--- config.mk ---
export PLATFORM = sky130hd
export DESIGN_NAME = subtractor_serial_handshake
export DESIGN_NICKNAME = d
export VERILOG_FILES = /design/src/rtl/subtractor_serial_handshake.sv
export SDC_FILE = /design/constraint.sdc
export NUM_CORES = 1
export LEC_CHECK = 0
export ABC_AREA = 1
export BUFFER_PORTS_ARGS = -buffer_cell sky130_fd_sc_hd__buf_4
export CORE_ASPECT_RATIO = 1.5
export CORE_MARGIN = 10
export CORE_UTILIZATION = 45
export CTS_BUF_LIST = sky130_fd_sc_hd__clkbuf_2
export CTS_CLUSTER_DIAMETER = 200
export CTS_CLUSTER_SIZE = 12
export DETAILED_ROUTE_END_ITERATION = 8
export PLACE_DENSITY = 0.75
export SYNTH_ARGS = -nofsm -noshare
export SYNTH_HDL_FRONTEND = slang
export SYNTH_SLANG_ARGS = --single-unit
--- constraint.sdc ---
create_clock -name clk -period 2.16 [get_ports clk]
set_input_delay 0.108 -clock clk [delete_from_list [all_inputs] [get_ports clk]]
set_output_delay 0.108 -clock clk [all_outputs]
set_load 0.01 [all_outputs]
--- src/rtl/subtractor_serial_handshake.sv ---
// subtractor_serial_handshake: bit-serial a-b-bin subtractor, LSB first, start/done handshake
module subtractor_serial_handshake #(
  parameter int WIDTH = 8
) (
  input  logic             clk,
  input  logic             rst_n,
  input  logic             start,
  input  logic [WIDTH-1:0] a,
  input  logic [WIDTH-1:0] b,
  input  logic             bin,
  output logic             busy,
  output logic             done,
  output logic [WIDTH-1:0] diff,
  output logic             borrow
);
  localparam int CW = $clog2(WIDTH);
  localparam logic [CW-1:0] LAST = CW'(WIDTH - 1);
  typedef enum logic [1:0] {IDLE, RUN, DONE} state_t;
  state_t           state;
  logic [WIDTH-1:0] sa, sb, res, res_n;
  logic [CW-1:0]    cnt;
  logic             br, d, br_n;
  assign d     = sa[0] ^ sb[0] ^ br;
  assign br_n  = (~sa[0] & sb[0]) | (~(sa[0] ^ sb[0]) & br);
  assign res_n = {d, res[WIDTH-1:1]};
  assign busy  = state != IDLE;
  assign done  = state == DONE;
  always_ff @(posedge clk or negedge rst_n) begin
    if (!rst_n) begin
      state  <= IDLE;
      sa     <= '0;
      sb     <= '0;
      res    <= '0;
      cnt    <= '0;
      br     <= 1'b0;
      diff   <= '0;
      borrow <= 1'b0;
    end else begin
      case (state)
        IDLE: if (start) begin
          sa    <= a;
          sb    <= b;
          br    <= bin;
          cnt   <= '0;
          state <= RUN;
        end
        RUN: begin
          sa  <= sa >> 1;
          sb  <= sb >> 1;
          res <= res_n;
          br  <= br_n;
          cnt <= cnt + 1'b1;
          if (cnt == LAST) begin
            diff   <= res_n;
            borrow <= br_n;
            state  <= DONE;
          end
        end
        default: state <= IDLE;
      endcase
    end
  end
endmodule
Word level (Yosys, flattened, before mapping):

Index checks and enable logic that the tools add are counted.

* memory bits (read-only): 0
* bits of input ports: 20
* latch bits: 0
* RAM bits: 0
* output and inout bits: 11
* logic and storage cells: 38
* register bits: 39
* memories kept: 0

* bitwise gates (word level): 7
* add/sub/neg operators: 1
* reduce and logical (&&, ||, !) cells: 6
* muxes and demuxes: 11
* $lt $le $gt $ge: 0
* shifts and indexed selects: 0
* divide/modulo/power cells: 0
* eq/ne operators: 5
* multipliers: 0

Operators with widths (number)
* 8-bit case mux with 2 select lines: 2
* 8-bit 2-to-1 mux: 2
* 3-bit case mux with 2 select lines: 1
* 2-bit AND reduction: 3
* 2-bit 2-to-1 mux: 2
* 2-bit != test, second input constant: 2
* 2-bit case mux with 2 select lines: 1
* 2-bit nonzero test: 2
* 3-bit by 1-bit adder with 3-bit output, second input constant: 1
* 3-bit equality test, second input constant: 1
* 3-bit 2-to-1 mux: 1
* 1-bit AND: 2
* 2-bit by 1-bit equality test with 1-bit output, second input constant: 1
* 2-bit equality test, second input constant: 1
* 2-bit zero test: 1
* 1-bit NOT: 2
* 1-bit case mux with 2 select lines: 1
* 1-bit bitwise XOR: 2
* 1-bit 2-to-1 mux: 1
* 1-bit bitwise OR: 1

Depth between registers and ports, before layout:

Gate-level depths: netlist (run 1).

* word-level depth: 5
* mapped depth: 7
* gate-level depth less buffers: 6

Worst setup path after synthesis (run 1):

Ideal clock, no wire load.

* kind: flip-flop to flip-flop
* start: register cnt[0]
* end: register diff[0]
* path buffers: 1
* library setup time: 65 ps
* stages on the path, launching flop included: 7
* required time: 2095 ps
* period minus slack after synthesis: 1206 ps
* slack: 954 ps
* data arrival time: 1141 ps
* path through: dfrtp_1 ha_1 ha_1 nand2_4 buf_6 nand2_1 nand2_1

* cells in the longest elaborated chain, start to end: 2

Ends and longest elaborated chain
* start, declared: line 21 `logic [CW-1:0] cnt;`
* start signal, assigned: line 52 `cnt <= cnt + 1'b1;`
* 3-bit equality test: line 53 `if (cnt == LAST) begin`
* 2-bit AND reduction (no line)
* end signal, assigned: line 54 `diff <= res_n;`
* end, declared: line 13 `output logic [WIDTH-1:0] diff,`

Every way passes these cells.
A chain may end at the register's enable or synchronous reset.

Worst setup path after layout (run 1):

* start: register state[0]
* end: register br

* cells in the longest elaborated chain, start to end: 3
* elaborated cells on any way between the ends: 6
* those cells by class: 2 x eq/ne; 1 x mux; 3 x reduce/logical

Ends and longest elaborated chain
* start, declared: line 19 `state_t state;`
* start signal, assigned: line 30 `state <= IDLE;`
* start signal, assigned: line 45 `state <= RUN;`
* start signal, assigned: line 56 `state <= DONE;`
* 2-bit by 1-bit equality test with 1-bit output / 2-bit zero test (equally long branches): line 39 `case (state)`
* 2-bit nonzero test (no line) / 2-bit != test (equally long branches)
* 2-bit AND reduction (no line)
* end signal, assigned: line 43 `br <= bin;`
* end signal, assigned: line 51 `br <= br_n;`
* end, declared: line 22 `logic br, d, br_n;`

Parallel ways exist; a longest one is shown, timed or not.

==> summary.md, run 1 <==
| Metric | Value |
|---|---|
| Global-route wire length before repair | `6860 um` |
| Adder-cell area share of the yosys netlist | `2.56%` |
| WL final | `3860 um` |
| Multiplexer share of the synthesized area | `0%` |
| Clk Tree Root Cell | `clkbuf_2` |
| Placed Cells incl. Taps | `~270` |
| RSZ-0062 raised after global routing | `false` |
| Starting DRC count in detailed routing | `97` |
| Compound-cell area share of the yosys netlist | `7.05%` |
| Dpl hpwl | `2570 um` |
| Yosys warnings | `0` |
| DRC violations left | `0` |
| Gp weighted congestion | `0.795` |
| Multi-input gate area | `around 680 um^2` |
| Largest net degree at the start of global routing | `39` |
| Xor/xnor share of the synthesized area | `0%` |
| Total CTS buffers | `5` |
| Unique masters post-synth | `17` |
| Fin. Hold Viols | `0` |
| Maximum Capacitance Violations | `0` |
| Fin. max-slew vios | `0` |
| Tmin final | `1.89 ns` |
| Clock Sinks | `38` |
| Most common cell after layout, fill and taps aside | `nand2_1` |
| Initial DRT Pass Iterations | `4` |
| Layout cell share with drive strength beyond 1 | `21.2%` |
| Seq/Total Area, Yosys | `54.1%` |
| I/O pins | `31` |
| Startpoint Class | `flop` |
| GRT overflow | `0` |
| Fmax | `529 MHz` |
| Max clock buf depth | `2` |
| Via density | `4.87` |
| CTS tree | `built` |
| Filler cell count | `344` |
| P&R area growth vs syn | `28.8%` |
| Mapped Area | `around 1800 um^2` |
| Crit path DAT | `approximately 2.3 ns` |
| Simple-Gate Fraction of Synth Area | `29.1%` |
| Min Hold Slack | `~0.17 ns` |
| CP Max Fanout | `11` |
| Non-Filler Instances | `303` |
| N_diodes | `0` |
| Clk slew on worst S/H paths | `0.21 ns` |
| Crit end category | `flop` |
| CTS HTree Levels | `2` |
| Synth Register Bits | `38` |
| Worst skew pair latency | `0.40 ns` |
| Core area | `3720 um^2` |
| Post-CTS setup buffers | `0` |
| Tot GR Track Use | `between 10 and 15%` |
| Die height | `approximately 97 um` |
| Worst min path class | `input port to async pin` |
| Mapped Cells | `between 200 and 250` |
| Nets | `between 200 and 300` |
| Final setup TNS | `0 ns` |
| Initial antenna violation count | `0` |
| WL/cell | `12.7 um` |
| Avg Cell Area, Syn | `8.41 um^2` |
| Most frequent cells in the layout | `101 x nand2_1, 38 x dfrtp_1, 31 x buf_4` |
| Setup CP Type | `flop to flop` |
| Final Skew | `0.0173 ns` |
| Largest family of logic cells by synthesized area | `simple AND/OR/NAND/NOR gates` |
| Final period util | `87.6%` |
| FP Rows | `27` |
| LEAKAGE | `1.21 nW` |
| Rel. slew slack | `a little under half` |
| Routed via count | `between 1000 and 1500` |
| Net Count, Synth | `232` |
| Post-route ant nets | `0` |
| Vias in the first global route | `between 1500 and 2000` |
| Worst VDD drop | `0.000855 V` |
| Port bufs | `30` |
| Worst Path Required | `approximately 2.5 ns` |
| Finish-stage setup viols | `0` |
| Initial cell density of the core | `47.3%` |
| Worst-Margin Slew | `0.805 ns` |
| Status | `completed` |
| Die W | `71.0 um` |
| Die area | `6860 um^2` |
| FF+latch area | `951 um^2` |
| PD cells | `about 1300 nW/um^2` |
[cell type report]
cell class	instances	area share, %
Sequential cell	38	42.0
Multi-Input combinational cell	146	30.1
Timing Repair Buffer	53	20.0
Inverter	15	2.49
Tap cell	43	2.38
Clock inverter	3	1.99
Clock buffer	5	1.10
[report_power, final]
part	total [W]	internal (W)	leakage (nW)	switching (W)
combinational	0.00122	0.000491	0.698	0.000732
sequential	0.00121	0.00102	0.482	0.000191
clock	0.000446	0.000194	0.0352	0.000251
total	0.00288	0.00170	1.21	0.00117
[worst paths after layout]
check	startpoint	cells past startpoint	slack (ns)	endpoint
max	state[0]	5	0.27	br
min	rst_n	2	0.17	cnt[0]
max reg2reg	state[0]	5	0.27	br
min reg2reg	res[1]	2	0.50	diff[0]
max in group asynchronous	rst_n	2	1.65	state[1]
min in group clk	start	4	0.49	state[0]
[routing by layer]
metal	GRT usage (%)	routed length [um]	vias to the layer above
met5	0	0	-
met4	5.50	103	0
met3	4.39	190	10
met2	20.9	1840	34
met1	13.5	1730	685
li1	-	-	747
[cells by family after synthesis]
family / Yosys count
flip-flops: 38
AO/OA/AOI/OAI: 18
AND/OR/NAND/NOR: 125
adder cells (fa/ha/maj): 3
buffers and inverters: 25
[worst max-delay path: stages (launching register included)]
cell and delay (ns):
dfrtp_1 0.52, buf_4 0.23, nor2_1 0.31, nand3_1 0.13, dlygate4sd3_1 0.59, nand3_1 0.08
[synth_stat cells]
master	instances	area, um^2
o21ai_0	8	40.0
nand2_2	2	12.5
fa_1	1	20.0
nand3_1	18	90.1
nand2_4	1	11.3
nand2_1	101	379
dfrtp_1	38	951
inv_2	3	11.3
nor2_1	2	7.51
buf_4	3	22.5
nor2_4	1	11.3
o21ai_1	1	5.00
ha_1	2	25.0
buf_2	5	25.0
o21ai_2	9	78.8
inv_1	12	45.0
buf_6	2	22.5
[through the flow]
stage	total power, W	setup WS [ns]	area, um^2	utilization, %
2_1_floorplan	0.00208	0.954	1760	-
3_3_place_gp	0.00238	0.448	1970	53.1
3_5_place_dp	0.00242	0.394	1970	53.1
4_1_cts	0.00290	0.344	2260	60.9
5_1_grt	0.00316	0.168	2260	60.9
6_report	0.00288	0.268	2260	60.9
[state kept, by name, summed over array words and instances (netlist names)]
signal / cells
sa: 8
br: 1
sb: 8
borrow: 1
diff: 8
state: 2
res: 7
cnt: 3
[timing repair]
item                      4_1_cts  5_1_grt
hold buffers                   22        0
resized for setup               0        0
hold endpoints to repair       56        0
Power figures use the tool's default switching activity.
==> inputs of run 2 (changes only) <==
==> constraint.sdc (replaced) <==
create_clock -name clk -period 2.16 [get_ports clk]
set_input_delay 0.324 -clock clk [delete_from_list [all_inputs] [get_ports clk]]
set_output_delay 0.324 -clock clk [all_outputs]
set_load 0.01 [all_outputs]
==> run 2 against run 1 <==
Against the previous run:
- clock power is 2% lower
- maximum frequency is 4.8% lower
- flip-flop and latch count stayed put
- clock skew is 0.0037 ns higher
- utilization is 5.7 points lower
- non-clock buffer count is 21 lower
- setup slack worse by 0.095 ns
- critical path depth is 1 lower
- sequential share of layout area is 4.3 points higher
- register-to-register slack better by 0.13 ns
- critical endpoint is now busy
- highest routed layer unchanged
==> summary.md, run 2 (same netlist as run 1, synthesis figures left out) <==
| Metric | Value |
|---|---|
| Most frequent cells in the layout | `101 x nand2_1, 38 x dfrtp_1, 31 x buf_4` |
| Worst VDD drop | `0.000852 V (-0.40%)` |
| FP Rows | `27 (unchanged)` |
| Finish-stage setup viols | `0 (unchanged)` |
| Final period util | `92.0% (+4.4 points)` |
| Setup CP Type | `flop to output pin` |
| Dpl hpwl | `2570 um (unchanged)` |
| Post-cts resize count | `0 (unchanged)` |
| WP buf/inv | `3 (+1)` |
| WL/cell | `12.6 um (-1.2%)` |
| P&R area growth vs syn | `16.9%` |
| Layout cell share with drive strength beyond 1 | `23.0% (+1.9 points)` |
| Worst-Margin Slew | `0.796 ns (-0.00888 ns)` |
| CTS tree | `built` |
| Most common cell after layout, fill and taps aside | `nand2_1` |
| Crit end category | `output pin` |
| Post-route ant nets | `0 (unchanged)` |
| LEAKAGE | `1.13 nW (-6.6%)` |
| Worst min path class | `input port to flop` |
| CTS HTree Levels | `2 (unchanged)` |
| Clk slew on worst S/H paths | `0.21 ns (about the same)` |
| N_diodes | `0 (unchanged)` |
| Worst skew pair latency | `0.40 ns (about the same)` |
| Final Skew | `0.0209 ns (+0.00366 ns)` |
| Multi-input gate area | `681 um^2 (unchanged)` |
| CP peak stage delay | `0.52 ns (-0.07 ns)` |
| DRC violations left | `0 (unchanged)` |
| Startpoint Class | `flop` |
| Crit path DAT | `1.66 ns (-0.60 ns)` |
| Maximum Capacitance Violations | `0 (unchanged)` |
| Worst path most repeated cell | `buf_4` |
| Initial cell density of the core | `47.3% (unchanged)` |
| Die height | `96.6 um (unchanged)` |
| Global-route wire length before repair | `6340 um (-7.5%)` |
| Clock Sinks | `38 (unchanged)` |
| Starting DRC count in detailed routing | `84 (-13%)` |
| Tmin final | `1.99 ns (+0.0947 ns)` |
| Initial DRT Pass Iterations | `4 (unchanged)` |
| Clk Tree Root Cell | `clkbuf_2` |
| Routed via count | `1371 (-7.1%)` |
| Fin. max-slew vios | `0 (unchanged)` |
| Fmax | `503 MHz (-4.8%)` |
| Nets | `261 (-7.4%)` |
| Crit-path slowest cell | `dfrtp_1` |
| Largest net degree at the start of global routing | `39 (unchanged)` |
| Die W | `71.0 um (unchanged)` |
| Max clock buf depth | `2 (unchanged)` |
| Placed Cells incl. Taps | `273 (unchanged)` |
| Largest regs | `diff (8), sa (8), sb (8)` |
| Min Hold Slack | `0.139 ns (-0.0318 ns)` |
| Total CTS buffers | `5 (unchanged)` |
| Worst Path Required | `1.84 ns (-0.69 ns)` |
| Filler cell count | `372 (+8.1%)` |
| Status | `completed` |
| Port bufs | `30 (unchanged)` |
| I/O pins | `31 (unchanged)` |
| Final setup TNS | `0 ns (unchanged)` |
| GRT overflow | `0 (unchanged)` |
| Initial antenna violation count | `0 (unchanged)` |
| WL final | `3550 um (-8.1%)` |
| Core area | `3720 um^2 (unchanged)` |
| RSZ-0062 raised after global routing | `false` |
| FF+latch area | `951 um^2 (unchanged)` |
| Tot GR Track Use | `11.4% (-0.86 points)` |
| Post-CTS setup buffers | `0 (unchanged)` |
| PD cells | `1370 nW/um^2 (+8.0%)` |
| Rel. slew slack | `46.9% (+0.59 points)` |
| Gp weighted congestion | `0.795 (unchanged)` |
| Vias in the first global route | `1428 (-7.8%)` |
| Via density | `4.86 (-0.20%)` |
| Non-Filler Instances | `282 (-6.9%)` |
| CP top delay family | `flip-flops` |
| CP Max Fanout | `11 (unchanged)` |
| Cells along the critical path | `buf_4 -> nor2_1 -> inv_1 -> buf_4` |
| Fin. Hold Viols | `0 (unchanged)` |
| Die area | `6860 um^2 (unchanged)` |
-- run 2: final cells by class --
| type | count | area share, % |
|---|---|---|
| clock inverters | 3 | 2.19 |
| flip-flops and latches | 38 | 46.3 |
| clock buffers | 5 | 1.22 |
| well taps | 43 | 2.62 |
| inverters | 15 | 2.74 |
| repair buffers | 32 | 11.8 |
| multi-input cells | 146 | 33.1 |
-- run 2: through the flow --
step / power, W / utilization (%) / setup slack (ns) / instance area, um^2
final: 0.00282 / 55.3 / 0.174 / 2050
after global routing: 0.00311 / 55.3 / 0.0345 / 2050
after CTS: 0.00287 / 55.3 / 0.156 / 2050
after detailed placement: 0.00242 / 53.1 / 0.394 / 1970
after global placement: 0.00238 / 53.1 / 0.448 / 1970
after floorplan: 0.00208 / - / 0.954 / 1760
-- run 2: report_power, final --
group          internal [W]  switching, W
Combinational      0.000461      0.000713
Clock              0.000194      0.000244
Sequential          0.00102      0.000190
Total               0.00167       0.00115
-- run 2: worst paths after layout --
| check | start | endpoint | slack (ns) | cells after the start |
|---|---|---|---|---|
| setup reg to reg | state[0] | sb[0] | 0.40 | 4 |
| hold reg to reg | res[1] | diff[0] | 0.50 | 2 |
| setup / recovery | state[0] | busy | 0.17 | 4 |
| min in group asynchronous | rst_n | br | 0.39 | 2 |
| max in group asynchronous | rst_n | state[1] | 1.44 | 2 |
| hold / removal | b[7] | sb[7] | 0.14 | 3 |
-- run 2: routing by layer --
layer | vias to the layer above | track usage (%) | wire, um
met1 | 630 | 12.9 | 1630
li1 | 708 | - | -
met4 | 0 | 4.21 | 51
met3 | 5 | 4.18 | 172
met5 | - | 0 | 0
met2 | 28 | 19.3 | 1700
-- run 2: timing repair --
action / 4_1_cts / 5_1_grt
endpoints found under the setup margin: 0 / 0
hold buffers: 1 / 0
endpoints found under the hold margin: 38 / 0
-- run 2: worst register-to-register path: stages, from the launching register on --
cell	delay, ns
dfrtp_1	0.52
o21ai_2	0.68
inv_2	0.28
nand2_1	0.14
nand2_1	0.05
